$ cat config.mk
export PLATFORM = sky130hd
export DESIGN_NAME = seq_alu
export DESIGN_NICKNAME = d
export VERILOG_FILES = /design/src/rtl/seq_alu.sv
export SDC_FILE = /design/constraint.sdc
export NUM_CORES = 1
export LEC_CHECK = 0
export CORE_MARGIN = 2
export CORE_UTILIZATION = 54
export CTS_CLUSTER_SIZE = 24
export DETAILED_ROUTE_END_ITERATION = 10
export HOLD_SLACK_MARGIN = 0.15
export PLACE_DENSITY = 0.79
export SLEW_MARGIN = 20
export SYNTH_ARGS = -nofsm -noshare
export SYNTH_HDL_FRONTEND = slang
export SYNTH_SLANG_ARGS = --single-unit
$ cat constraint.sdc
create_clock -name clk -period 3.3 [get_ports clk]
set_clock_uncertainty 0.05 [all_clocks]
set_input_delay 0.825 -clock clk [delete_from_list [all_inputs] [get_ports clk]]
set_output_delay 0.825 -clock clk [all_outputs]
set_load 0.01 [all_outputs]
$ cat src/rtl/seq_alu.sv
// Registered AC/DR ALU with an E flag, a multi-cycle shift-add multiply and a
// restoring divide, sequenced by a START/BUSY/DONE handshake.
module seq_alu #(
  parameter int WIDTH = 16
) (
  input  logic             clk,
  input  logic             rst_n,
  input  logic             START,
  input  logic [3:0]       OPSEL,
  input  logic [WIDTH-1:0] AC,
  input  logic [WIDTH-1:0] DR,
  output logic             BUSY,
  output logic             DONE,
  output logic [WIDTH-1:0] RESULT,
  output logic [WIDTH-1:0] RESULT_HI,
  output logic             E,
  output logic             CO,
  output logic             OVF,
  output logic             N,
  output logic             Z,
  output logic             DIV0
);

  localparam int CW = $clog2(WIDTH + 1);

  localparam logic [3:0] OP_ADD = 4'b0000;
  localparam logic [3:0] OP_AND = 4'b0001;
  localparam logic [3:0] OP_LDA = 4'b0010;
  localparam logic [3:0] OP_CMA = 4'b0011;
  localparam logic [3:0] OP_CIR = 4'b0100;
  localparam logic [3:0] OP_CIL = 4'b0101;
  localparam logic [3:0] OP_SUB = 4'b0110;
  localparam logic [3:0] OP_ADC = 4'b0111;
  localparam logic [3:0] OP_MUL = 4'b1000;
  localparam logic [3:0] OP_DIV = 4'b1001;
  localparam logic [3:0] OP_CLE = 4'b1010;
  localparam logic [3:0] OP_CME = 4'b1011;

  typedef enum logic [1:0] {S_IDLE, S_MUL, S_DIV} state_t;

  state_t          state, state_next;
  logic [CW-1:0]   count;
  logic [WIDTH-1:0] opb;
  // Multiply: {hi,lo} is the partial product. Divide: hi is the remainder, lo the quotient.
  logic [WIDTH-1:0] hi, lo;

  logic            is_multi, last, complete;
  logic            is_sub, cin, add_ovf;
  logic [WIDTH-1:0] b_eff;
  logic [WIDTH:0]  add_sum;
  logic [WIDTH:0]  mul_sum, div_shift, div_diff;
  logic            div_ge;
  logic [WIDTH-1:0] mul_hi_n, mul_lo_n, div_hi_n, div_lo_n;

  logic [WIDTH-1:0] res_d, hi_d;
  logic            e_d, co_d, ovf_d, div0_d;

  assign BUSY     = (state != S_IDLE);
  assign is_multi = (OPSEL == OP_MUL) || ((OPSEL == OP_DIV) && (DR != '0));
  assign last     = (count == CW'(1));

  assign is_sub  = (OPSEL == OP_SUB);
  assign b_eff   = is_sub ? ~DR : DR;
  assign cin     = is_sub ? 1'b1 : ((OPSEL == OP_ADC) ? E : 1'b0);
  assign add_sum = {1'b0, AC} + {1'b0, b_eff} + {{WIDTH{1'b0}}, cin};
  assign add_ovf = (AC[WIDTH-1] == b_eff[WIDTH-1]) && (add_sum[WIDTH-1] != AC[WIDTH-1]);

  assign mul_sum  = {1'b0, hi} + (lo[0] ? {1'b0, opb} : '0);
  assign mul_hi_n = mul_sum[WIDTH:1];
  assign mul_lo_n = {mul_sum[0], lo[WIDTH-1:1]};

  // A negative trial difference wraps into the top bit, which then means "restore".
  assign div_shift = {hi, lo[WIDTH-1]};
  assign div_diff  = div_shift - {1'b0, opb};
  assign div_ge    = ~div_diff[WIDTH];
  assign div_hi_n  = div_ge ? div_diff[WIDTH-1:0] : div_shift[WIDTH-1:0];
  assign div_lo_n  = {lo[WIDTH-2:0], div_ge};

  always_ff @(posedge clk or negedge rst_n) begin
    if (!rst_n) state <= S_IDLE;
    else        state <= state_next;
  end

  always_comb begin
    state_next = state;
    case (state)
      S_IDLE: if (START && is_multi) state_next = (OPSEL == OP_MUL) ? S_MUL : S_DIV;
      S_MUL, S_DIV: if (last) state_next = S_IDLE;
      default: state_next = S_IDLE;
    endcase
  end

  always_comb begin
    complete = 1'b0;
    res_d    = RESULT;
    hi_d     = '0;
    e_d      = E;
    co_d     = 1'b0;
    ovf_d    = 1'b0;
    div0_d   = 1'b0;
    if (state == S_IDLE && START && !is_multi) begin
      complete = 1'b1;
      case (OPSEL)
        OP_ADD, OP_SUB, OP_ADC: begin
          res_d = add_sum[WIDTH-1:0];
          co_d  = add_sum[WIDTH];
          e_d   = add_sum[WIDTH];
          ovf_d = add_ovf;
        end
        OP_AND: res_d = AC & DR;
        OP_LDA: res_d = DR;
        OP_CMA: res_d = ~AC;
        OP_CIR: begin
          res_d = {E, AC[WIDTH-1:1]};
          co_d  = AC[0];
          e_d   = AC[0];
        end
        OP_CIL: begin
          res_d = {AC[WIDTH-2:0], E};
          co_d  = AC[WIDTH-1];
          e_d   = AC[WIDTH-1];
        end
        OP_DIV: begin
          res_d  = '1;
          hi_d   = AC;
          ovf_d  = 1'b1;
          div0_d = 1'b1;
        end
        OP_CLE: e_d = 1'b0;
        OP_CME: e_d = ~E;
        default: ;
      endcase
    end else if (state == S_MUL && last) begin
      complete = 1'b1;
      res_d    = mul_lo_n;
      hi_d     = mul_hi_n;
      co_d     = (mul_hi_n != '0);
      ovf_d    = (mul_hi_n != '0);
    end else if (state == S_DIV && last) begin
      complete = 1'b1;
      res_d    = div_lo_n;
      hi_d     = div_hi_n;
    end
  end

  always_ff @(posedge clk or negedge rst_n) begin
    if (!rst_n) begin
      count     <= '0;
      opb       <= '0;
      hi        <= '0;
      lo        <= '0;
      DONE      <= 1'b0;
      RESULT    <= '0;
      RESULT_HI <= '0;
      E         <= 1'b0;
      CO        <= 1'b0;
      OVF       <= 1'b0;
      N         <= 1'b0;
      Z         <= 1'b0;
      DIV0      <= 1'b0;
    end else begin
      DONE <= complete;
      if (state == S_IDLE && START && is_multi) begin
        opb   <= DR;
        hi    <= '0;
        lo    <= AC;
        count <= CW'(WIDTH);
      end else if (state == S_MUL) begin
        hi    <= mul_hi_n;
        lo    <= mul_lo_n;
        count <= count - CW'(1);
      end else if (state == S_DIV) begin
        hi    <= div_hi_n;
        lo    <= div_lo_n;
        count <= count - CW'(1);
      end
      if (complete) begin
        RESULT    <= res_d;
        RESULT_HI <= hi_d;
        E         <= e_d;
        CO        <= co_d;
        OVF       <= ovf_d;
        DIV0      <= div0_d;
        N         <= res_d[WIDTH-1];
        Z         <= (res_d == '0);
      end
    end
  end

endmodule

### Word-level counts from Yosys, hierarchy flattened

Index checks and enable logic that the tools add are counted.

| storage, ports and cells | value |
|---|---|
| register bits after elaboration | 94 |

| operators by class | value |
|---|---|
| bitwise logic cells | 5 |
| reduce and logical (&&, ||, !) cells | 22 |
| add/sub/neg operators | 5 |
| equal/unequal tests | 18 |
| muxes and demuxes | 37 |

Operators by type and width:

| operator | count |
|---|---|
| $mux W16 | 16 |
| $pmux W16 S7 | 1 |
| $add A16 B16 Y17 | 2 |
| $not A16 Y16 | 2 |
| $reduce_bool A16 Y1 | 2 |
| $add A17 B1 Y17 | 1 |
| $sub A17 B16 Y17 | 1 |
| $and A16 B16 Y16 | 1 |
| $eq A4 B3 Y1 const B | 4 |
| $eq A4 B4 Y1 const B | 4 |
| $logic_not A16 Y1 | 1 |
| $mux W5 | 3 |
| $mux W1 | 10 |
| $eq A4 B2 Y1 const B | 2 |
| $logic_and A1 B1 Y1 | 8 |
| $mux W2 | 3 |
| $eq A5 B1 Y1 const B | 1 |
| $pmux W1 S5 | 1 |
| $reduce_bool A5 Y1 | 1 |
| $sub A5 B1 Y5 const B | 1 |
| $eq A4 B1 Y1 const B | 1 |
| $logic_not A4 Y1 | 1 |
| $ne A2 B2 Y1 const B | 2 |
| $pmux W2 S2 | 1 |
| 16 further kinds | 17 |

### Depth between registers and ports, before layout

| logic depth | value |
|---|---|
| depth in word-level cells | 8 |
| gate-level depth with buffers | 20 |
| mapped depth without buffers | 15 |

### Worst setup path after synthesis

OpenSTA, ideal clock, no wires.

| timing path | value |
|---|---|
| kind | input-to-reg |
| from | input port OPSEL[1] |
| to | register Z |
| library setup time | 76 ps |
| path slack | -1,884 ps |
| stages | 20 |
| arrival time | 5,057 ps |
| path buffers | 5 |
| data required time | 3,174 ps |
| path through | buf_4 -> nor2b_1 -> clkbuf_1 -> clkbuf_1 -> and2_1 -> buf_2 -> buf_1 -> xnor2_1 -> fa_1 -> inv_1 -> fa_1 -> nand2b_1 -> a211oi_1 -> nor4_1 -> o41ai_1 -> xor2_1 -> a21oi_1 -> o21ai_0 -> or3_1 -> o21ai_1 |

| between the ends | value |
|---|---|
| cells in the longest elaborated chain, start to end | 7 |
| elaborated cells on any way between the ends | 24 |
| those cells by class | add/sub (2); eq/ne (9); mux (6); reduce/logical (7) |

Ends and longest elaborated chain:

| element | RTL line | text |
|---|---|---|
| start, declared | 9 | `input logic [3:0] OPSEL,` |
| $eq A4 B3 Y1, or another cell as far along | 62, 103 |  |
| $mux W16, or another cell as far along | 63 | `assign b_eff = is_sub ? ~DR : DR;` |
| $add A16 B16 Y17, or another cell as far along | 65 | `assign add_sum = {1'b0, AC} + {1'b0, b_eff} + {{WIDTH{1'b0}}, cin};` |
| $add A17 B1 Y17 / $logic_not A1 Y1 (equally long branches) | 65, 101 |  |
| $pmux W16 S7 / $logic_and A1 B1 Y1 (equally long branches) | 103, 101 |  |
| $mux W16 | 101 | `if (state == S_IDLE && START && !is_multi) begin` |
| $logic_not A16 Y1 | 185 | `Z <= (res_d == '0);` |
| end signal, assigned | 185 |  |
| end, declared | 20 | `output logic Z,` |

Parallel ways exist; a longest one is shown, timed or not.
A chain may end at the register's enable or synchronous reset.

### Final worst setup path

Ends and elaborated chain as after synthesis.

==> results.toml <==
[logic_synthesis]
yosysTopAreaCell = "dfrtp_1"
synth_top_area_share_pct = 27.2
synth_flop_cell = "dfrtp_1"
ys_types = 84
ys_warn_count = 0
yosys-top-cells-count = "nand2_1 (112), o21ai_0 (111), dfrtp_1 (93)"
yosysMostFrequentCell = "nand2_1"
ys_seq_elements = 93
synthArstFlopShare_pct = 100
ys_seq_area_share_pct = 27.2
synth_nets = 1155
syn_area_um2 = 8540
synth_edf_count = 0
synthCells = 1060
synthTopCellsByArea = "dfrtp_1 (27%), ha_1 (7.6%), o21ai_0 (6.5%)"
syn_avg_cell_area_um2 = 8.06

[timing]
drv_slew = 0
setup_viol = 8
hold_viol_final = 0
fin_tns_setup_ns = -0.741
tightestPinTransition_ns = 0.735
rsz0062_at_grt = "yes"
hold_slack_ns = 0.439
maxSlewHeadroom_pct = 51.0
fin_ws_ns = -0.372
fmax_mhz = 272
period_minus_slack_ns = 3.67
period_share_pct = 111

[clocking]
hold_buffers = 0
cts-root-buf = "clkbuf_16"
clk_pin_slew_ns = 0.08
htreeDepth = 3
cts_tree = "yes"
numCtsBuffers = 9
cts_buffer_depth = 2
cts_sinks = 93
insertion_delay_ns = 0.36

[place]
dp_hpwl_mm = 24.3
dp.cells = 1485
dpl-instance-area_um2 = 10900
finalWeightedCongestion = 1.00
portBuffers = 78

[final_layout]
multi_input_area_um2 = 6420
fillers = 1037
final_cells = 1535
areaGrowthSynthToFinish_pct = 42.7
layout.nets = 1414
seqCellArea_um2 = 2330
layout-drive-gt1-share_pct = 28.5
fin_area_um2 = 12200
n_antenna_cell = 0

[worst_setup_path]
start_kind = "primary input"
crit_family = "simple AND/OR/NAND/NOR gates"
critPathArrivalTime_ns = 3.90
crit_path_end_kind = "flip-flop"
critical_path_buf_inv_count = 4
crit_chain = "buf_6 > nor2b_4 > and2_4 > xnor2_4 > fa_2 > buf_4 > buf_4 > a211oi_4 > buf_4 > o21ba_2 > o311ai_4 > o21ai_1 > o21ai_1 > or4_4 > nor4_4 > nand4b_1 > o21ai_1"
worstSetupPathType = "primary input to flip-flop"
cp_max_fo = 3
cp_slowest_cell = "or4_4"
cp.required_ns = 3.53
critPathMaxStageDelay_ns = 0.45

[detailed_routing]
drtAntennaViolNets = 0
drtIter0Drc = 1174
first_pass_iters = 6
vias = 9908
drc = 0
viasPerCell = 6.45
wl_per_cell_um = 21.9
routed_wl_mm = 33.7

[run_status]
violations = "setup timing"
status = "finished with violations"

[global_route]
grt_pass1_vias = 9480
grt_pass1_wl_mm = 50.4
gr-usage-all-layers_pct = 38.9
grt_antenna_before_repair = 1
grt_max_degree = 51
grt_overflow = 0

[hold_path]
hp-class = "primary input to async pin"

[power_and_ir_drop]
p_leak_nw = 5.37
peakVddDrop_mv = 0.954
p_per_area_nw_per_um2 = 998

[floorplan]
fp.dieH_um = 130
initial_core_util_pct = 55.8
ioPinCount = 79
fp-row-count = 45
fp.dieArea_um2 = 16800
core_area_um2 = 15300
die_w_um = 130

[job]
drv_cap = 0
-- where the power goes --
group	switching [mW]	internal [mW]	leakage (nW)	total, mW
clock	0.516	0.547	0.143	1.06
sequential	0.594	1.69	1.11	2.28
combinational	4.57	4.26	4.11	8.82
-- cells by family (layout without fill, tap and decap cells) --
| logic type | after synthesis | in the layout | share of synthesized area, % |
|---|---|---|---|
| AOI/OAI and AO/OA | 364 | 364 | 27.9 |
| and+or+nand+nor | 329 | 329 | 19.0 |
| buffers and inverters | 110 | 374 | 5.26 |
| DFF | 93 | 93 | 27.2 |
| adders and majority gates | 56 | 56 | 8.56 |
| muxes | 55 | 55 | 6.59 |
| xor gates and xnor gates | 53 | 53 | 5.44 |
-- area by class of cell --
class,instances,share of cell area [%]
multi-input combinational,857,52.6
timing repair buffer,306,22.0
sequential,93,19.1
tap,211,2.17
clock buffer,10,1.96
inverter,52,1.64
clock inverter,6,0.462
-- path summary, 6_finish.rpt --
check / from / to / slack [ns] / cells past startpoint
max: OPSEL[1] / Z$_DFFE_PN0N_ / -0.37 / 17
min: rst_n / count[0]$_DFFE_PN0P_ / 0.44 / 1
max reg2reg: lo[15]$_DFFE_PN0P_ / Z$_DFFE_PN0N_ / -0.06 / 14
min reg2reg: RESULT_HI[10]$_DFFE_PN0N_ / RESULT_HI[10]$_DFFE_PN0N_ / 0.45 / 1
max in group asynchronous: rst_n / hi[1]$_DFFE_PN0P_ / 1.93 / 2
min in group clk: RESULT_HI[10]$_DFFE_PN0N_ / RESULT_HI[10]$_DFFE_PN0N_ / 0.45 / 1
-- through the flow --
step	total power [mW]	setup WS, ns	util [%]
5_1_grt	12.9	-0.484	79.6
2_1_floorplan	6.51	-0.881	-
6_report	12.2	-0.372	79.6
4_1_cts	11.0	-0.508	75.8
3_3_place_gp	9.03	-1.10	71.4
3_5_place_dp	9.22	-1.27	71.4
-- per-layer routing --
metal / vias to the layer above / wire length (um) / track usage [%]
met5: - / 11 / 0
met4: 2 / 1830 / 17.5
met3: 158 / 3720 / 8.57
met2: 699 / 15000 / 60.9
met1: 4630 / 13100 / 51.9
li1: 4419 / - / -
-- registers in the layout, indices dropped and copies added, names as in the netlist --
name and cells:
Z 1, state 2, E 1, lo 16
DIV0 1, opb 16, DONE 1, RESULT 16
hi 16, RESULT_HI 16, OVF 1, count 5
CO 1
-- worst reg2reg max path, cell delays in order, from the launching register on --
cell      delay, ns
dfrtp_2        0.45
inv_2          0.10
ha_4           0.15
inv_2          0.04
fa_2           0.35
a211o_1        0.27
o211ai_1       0.19
a2111o_1       0.30
a311oi_2       0.15
a211oi_4       0.26
buf_12         0.19
inv_6          0.07
a221oi_2       0.35
nand4b_1       0.20
o21ai_1        0.17
-- what timing repair did --
action                     4_1_cts  5_1_grt
setup endpoints to repair       30       46
cloned                           1        0
resized for setup               75      103
buffers inserted                15       20
pin swaps                       32       69
-- cells in the final DEF (no fill, tap or decap), types with 9 or more instances in the layout --
cell type,count
nor3_1,16
o21a_1,12
o21ai_1,20
buf_4,208
o21ai_0,86
ha_1,45
inv_1,45
nand3_1,27
and2_1,18
nor2_1,66
a21o_1,23
dfrtp_1,91
xnor2_1,20
o211ai_1,17
clkdlybuf4s50_1,68
a21oi_1,64
o22ai_1,19
nand2_1,108
nand2b_1,18
mux2i_1,41
buf_6,13
xor2_1,25
clkbuf_16,9
buf_12,10
No activity file was read; power rests on OpenSTA's default activity.
